===== config.mk =====
export PLATFORM = sky130hd
export DESIGN_NAME = instr_fetch_unit
export DESIGN_NICKNAME = d
export VERILOG_FILES = /design/src/rtl/cpu_pkg.sv /design/src/rtl/instr_fetch_unit.sv
export SDC_FILE = /design/constraint.sdc
export NUM_CORES = 1
export LEC_CHECK = 0
export ABC_CLOCK_PERIOD_IN_PS = 3600
export BUFFER_PORTS_ARGS = -buffer_cell sky130_fd_sc_hd__buf_4
export CAP_MARGIN = 20
export CELL_PAD_IN_SITES_DETAIL_PLACEMENT = 2
export CELL_PAD_IN_SITES_GLOBAL_PLACEMENT = 2
export CORE_ASPECT_RATIO = 1.75
export CORE_MARGIN = 2
export CORE_UTILIZATION = 31
export DETAILED_ROUTE_END_ITERATION = 12
export GPL_TIMING_DRIVEN = 0
export HOLD_SLACK_MARGIN = 0.02
export PLACE_DENSITY = 0.91
export SETUP_SLACK_MARGIN = 0.1
export SLEW_MARGIN = 20
export SYNTH_ARGS = -nofsm -noshare
export SYNTH_HDL_FRONTEND = slang
export SYNTH_SLANG_ARGS = --single-unit

===== constraint.sdc =====
create_clock -name clk -period 3.6 [get_ports clk]
set_clock_uncertainty 0.05 [all_clocks]
set_input_delay 0.72 -clock clk [delete_from_list [all_inputs] [get_ports clk]]
set_output_delay 0.72 -clock clk [all_outputs]
set_load 0.05 [all_outputs]

===== src/rtl/cpu_pkg.sv =====
// rtl/cpu_pkg.sv - shared types and constants for the 8-bit accumulator CPU
//
// Contents:
//   fetch_state_t : instruction fetch sequencer states
//   ADDR_W/DATA_W : default address and data widths
//   OP_*          : opcode values carried in ira[7:4]
package cpu_pkg;

  localparam int ADDR_W = 8;
  localparam int DATA_W = 8;

  typedef enum logic [2:0] {
    REQ_A = 3'd0,
    CAP_A = 3'd1,
    REQ_B = 3'd2,
    CAP_B = 3'd3,
    HOLD  = 3'd4
  } fetch_state_t;

  localparam logic [3:0] OP_LOAD   = 4'h1;
  localparam logic [3:0] OP_STORE  = 4'h2;
  localparam logic [3:0] OP_ADD    = 4'h3;
  localparam logic [3:0] OP_SUB    = 4'h4;
  localparam logic [3:0] OP_HALT   = 4'h7;
  localparam logic [3:0] OP_SKIP   = 4'h8;
  localparam logic [3:0] OP_JUMP   = 4'h9;
  localparam logic [3:0] OP_CLEAR  = 4'hA;
  localparam logic [3:0] OP_RETURN = 4'hB;
  localparam logic [3:0] OP_JNS    = 4'hC;

endpackage


===== src/rtl/instr_fetch_unit.sv =====
// rtl/instr_fetch_unit.sv - two-byte instruction fetch stage with PC and redirect
//
// Reads opcode byte (PC) then operand byte (PC+1) from a single-port
// synchronous RAM whenever the arbiter grants the bus, and presents the pair
// to execute over a valid/ready handshake.
//
// Ports:
//   clk, rst            : clock, synchronous active-high reset
//   bus_gnt             : RAM port may be used this cycle
//   mem_addr/cs/oe      : RAM read request (combinational)
//   mem_rdata           : RAM data, one cycle after the request
//   ir_valid, ir_ready  : instruction handshake to execute
//   ira, irb            : opcode byte, operand byte (registered)
//   pc_next             : address after the held instruction (registered)
//   redirect_valid/pc   : load a new PC, aborting any fetch in progress
module instr_fetch_unit
  import cpu_pkg::*;
#(
  parameter int                    ADDR_WIDTH = ADDR_W,
  parameter int                    DATA_WIDTH = DATA_W,
  parameter logic [ADDR_WIDTH-1:0] RESET_PC   = '0
) (
  input  logic                  clk,
  input  logic                  rst,
  input  logic                  bus_gnt,
  output logic [ADDR_WIDTH-1:0] mem_addr,
  output logic                  mem_cs,
  output logic                  mem_oe,
  input  logic [DATA_WIDTH-1:0] mem_rdata,
  output logic                  ir_valid,
  input  logic                  ir_ready,
  output logic [DATA_WIDTH-1:0] ira,
  output logic [DATA_WIDTH-1:0] irb,
  output logic [ADDR_WIDTH-1:0] pc_next,
  input  logic                  redirect_valid,
  input  logic [ADDR_WIDTH-1:0] redirect_pc
);

  localparam logic [ADDR_WIDTH-1:0] ONE = ADDR_WIDTH'(1);
  localparam logic [ADDR_WIDTH-1:0] TWO = ADDR_WIDTH'(2);

  fetch_state_t          state_q, state_d;
  logic [ADDR_WIDTH-1:0] pc_q, pc_d;
  logic [ADDR_WIDTH-1:0] pc_plus1;
  logic                  ira_ld, irb_ld;

  assign pc_plus1 = pc_q + ONE;

  always_comb begin
    state_d  = state_q;
    pc_d     = pc_q;
    mem_addr = pc_q;
    mem_cs   = 1'b0;
    ira_ld   = 1'b0;
    irb_ld   = 1'b0;

    case (state_q)
      REQ_A: begin
        if (bus_gnt) begin
          mem_cs  = 1'b1;
          state_d = CAP_A;
        end
      end
      CAP_A: begin
        ira_ld   = 1'b1;
        mem_addr = pc_plus1;
        // Issue the B read back-to-back if the bus is still ours.
        if (bus_gnt) begin
          mem_cs  = 1'b1;
          state_d = CAP_B;
        end else begin
          state_d = REQ_B;
        end
      end
      REQ_B: begin
        mem_addr = pc_plus1;
        if (bus_gnt) begin
          mem_cs  = 1'b1;
          state_d = CAP_B;
        end
      end
      CAP_B: begin
        irb_ld  = 1'b1;
        state_d = HOLD;
      end
      HOLD: begin
        if (ir_ready) begin
          pc_d    = pc_q + TWO;
          state_d = REQ_A;
        end
      end
      default: state_d = REQ_A;
    endcase

    // A redirect wins over everything, including a same-cycle handshake;
    // read data already in flight is dropped by suppressing the IR loads.
    if (redirect_valid) begin
      pc_d    = redirect_pc;
      state_d = REQ_A;
      ira_ld  = 1'b0;
      irb_ld  = 1'b0;
    end
  end

  assign mem_oe = mem_cs;

  always_ff @(posedge clk) begin
    if (rst) begin
      state_q  <= REQ_A;
      pc_q     <= RESET_PC;
      ira      <= '0;
      irb      <= '0;
      ir_valid <= 1'b0;
      pc_next  <= RESET_PC + TWO;
    end else begin
      state_q  <= state_d;
      pc_q     <= pc_d;
      if (ira_ld) ira <= mem_rdata;
      if (irb_ld) irb <= mem_rdata;
      // ir_valid mirrors HOLD but is registered so execute sees a clean flop.
      ir_valid <= (state_d == HOLD);
      pc_next  <= pc_d + TWO;
    end
  end

endmodule


==> results.cfg <==
[cts]
cts.htree.levels = 2
tritoncts = yes
postCtsSetupBuffers = 0
cts.sinks = 35
clockBufferDepth = 2
cts_buffers = 5
holdBufCountCts = 0
cts-root-buf = clkbuf_8
worstSkewPairLatency_ns = 0.28
cts_resized = 0
clk_pin_slew_worst_paths_ns = 0.08

[worst_setup_path]
cp.buffers_inverters = 3
path_class = input pin to flop
crit_path_max_fanout = 10
crit_required_ns = 3.73
cp_cell_sequence = buf_4 > buf_1 > clkbuf_1 > nand2_1 > o21ai_0 > ha_1 > o21ai_1 > nor4b_2 > mux2_1
critPathCaptureType = flop
critPathTopFamily = buffers and inverters
cp.arrival_ns = 3.16
cpPeakStageDelay_ns = 0.47
critical_path.startpoint_type = input pin
slowest_stage = clkbuf_1
rrSetupSlack_ns = 1.13

[yosys]
yosys_most_used_dff = dfxtp_1
synth_area_leaders = dfxtp_1 (41%), mux2i_1 (6.5%), nand2_1 (4.9%)
synth_top_area_share_pct = 41.45
yosys_warnings = 0
synth_nets = 213
avgSynthCellArea_um2 = 8.944
ys_types = 48
ys_async_sr_fraction_pct = 0
ys_seq_area_share_pct = 41.45
synth_cells = 189
syn-cell-area_um2 = 1690
synth_top_area_cell = dfxtp_1
synth_seq_cells = 35
synth_edf_count = 0

[global_routing]
overflow = 0
grt_pass1_wl_um = 9101
grt_start_max_net_pins = 13
track_usage_pct = 20.09
grt_pass1_vias = 1819
antenna_found_initial = 0

[outcome]
status = completed

[route]
routed_wire_length_per_instance_um = 18.66
drc = 0
dr.pass1.iters = 4
via_count = 1644
drt-total-wl_um = 5728
final_antenna_net_count = 0
post_drt_via_cell_ratio = 5.355
first_iter_violations = 50

[sta]
finalCritPeriodShare_pct = 84.12
fmax_mhz = 330.2
finalSetupViolCount = 0
tns_ns = 0
hold_viol = 0
min_period_ns = 3.028
holdWs_ns = 0.4128
tightest_slew_ns = 0.9677
finalMaxSlewViolations = 0
slew_headroom_pct = 34.99
rsz0062_at_grt = false

[power]
vdd_drop_max_mv = 0.1164
p_per_area_nw_per_um2 = 417.6
power.leakage_uw = 0.0009731
finalPower_uw = 954.1

[floorplan]
die_y_um = 101.7
chipWidth_um = 59.82
dieArea_um2 = 6083
initial_core_util_pct = 32.17
core_um2 = 5255
rows = 35
io_pins = 56

[place]
port_buffers = 55
gp_congestion = 0.7307
dp_hpwl_um = 4398
placed_area_um2 = 2172

[final_layout]
diodes = 0
nets = 275
final_core_util_pct = 43.48
drive_gt1_share_pct = 30.95
synthToLayoutAreaGrowth_pct = 35.16
design_area_um2 = 2285

[min_path]
hp-class = flop to flop

[flow_run]
max_cap_viol_count = 0
-- flip-flops by register name, summed over array words and instances, names as in the netlist --
register	flops
ir_valid	1
irb	8
ira	8
pc_next	8
state_q	3
pc_q	7
-- placed cells by master (no fill, tap or decap), types with 2 or more instances in the layout --
cell type | Yosys | layout
or3_1 | 2 | 2
xor2_1 | 3 | 3
ha_1 | 3 | 3
or2_2 | 2 | 2
a211oi_1 | 2 | 2
clkbuf_8 | 0 | 5
o21ai_0 | 3 | 3
buf_4 | 2 | 57
nand2_1 | 22 | 22
nand4_1 | 2 | 2
nor2b_1 | 2 | 2
and3_1 | 6 | 6
nand3_1 | 5 | 5
dfxtp_1 | 35 | 35
nand3b_1 | 2 | 2
nor2_1 | 20 | 20
xnor2_1 | 8 | 8
mux2i_1 | 11 | 11
nand4bb_1 | 2 | 2
inv_1 | 4 | 4
o21ai_1 | 2 | 2
and2_1 | 2 | 2
buf_2 | 2 | 2
a21oi_1 | 12 | 12
nor4_1 | 3 | 3
clkbuf_1 | 6 | 6
nand2b_1 | 3 | 3
mux2_1 | 2 | 2
-- path summary, 6_finish.rpt --
kind / start / end / depth (start not counted)
worst max-delay path: redirect_valid / pc_next[7] / 9
worst min-delay path: ira[2] / ira[2] / 2
worst max register to register: state_q[1] / pc_next[7] / 8
worst min register to register: ira[2] / ira[2] / 2
-- layer usage --
layer | global-route usage, % | share of wire [%]
met2 | 39.72 | 59
met3 | 3.065 | 3.1
met5 | 0 | 0
met1 | 19.28 | 35
met4 | 8.376 | 2.4
-- cell usage after synthesis, types with 2 or more instances --
master and n:
dfxtp_1 35, nand2_1 22, nor2_1 20, a21oi_1 12
mux2i_1 11, xnor2_1 8, and3_1 6, clkbuf_1 6
nand3_1 5, inv_1 4, ha_1 3, nand2b_1 3
nor4_1 3, o21ai_0 3, xor2_1 3, a211oi_1 2
and2_1 2, buf_2 2, buf_4 2, mux2_1 2
nand3b_1 2, nand4_1 2, nand4bb_1 2, nor2b_1 2
o21ai_1 2, or2_2 2, or3_1 2
-- cell families after synthesis --
family | synth area share [%]
AND/OR/NAND/NOR | 26.20
flip-flops | 41.45
AO/OA/AOI/OAI | 11.99
buffers and inverters | 3.922
multiplexers | 8.512
XOR/XNOR | 5.700
adder cells (fa/ha/maj) | 2.221
-- worst reg2reg max path, cell delays in order (launching register included) --
cell and delay [ns]:
dfxtp_1 0.30, buf_2 0.16, and4bb_1 0.37, mux2i_1 0.11, o21ai_0 0.23, ha_1 0.34
o21ai_1 0.15, nor4b_2 0.31, mux2_1 0.35
-- area by class of cell --
cell class	count	area, um^2
Buffer	11	51.30
Clock buffer	5	68.82
Clock inverter	3	43.79
Fill cell	589	2970
Inverter	4	15.01
Multi-Input combinational cell	139	923.4
Sequential cell	35	700.7
Tap cell	55	68.82
Timing Repair Buffer	55	412.9
-- through the flow --
step	setup slack (ns)	cells
floorplan	0.4187	189
global placement	0.4246	299
detailed placement	0.3584	299
CTS	0.6070	307
global route	0.4177	307
finish	0.5718	307
-- power breakdown --
group	leakage (uW)	switching, uW	total (uW)	internal [uW]
Combinational	0.000629	118	183	64.6
Clock	0.0000581	152	358	206
Sequential	0.000286	11.8	413	401
Note: power is estimated with default switching activity, not from simulation.
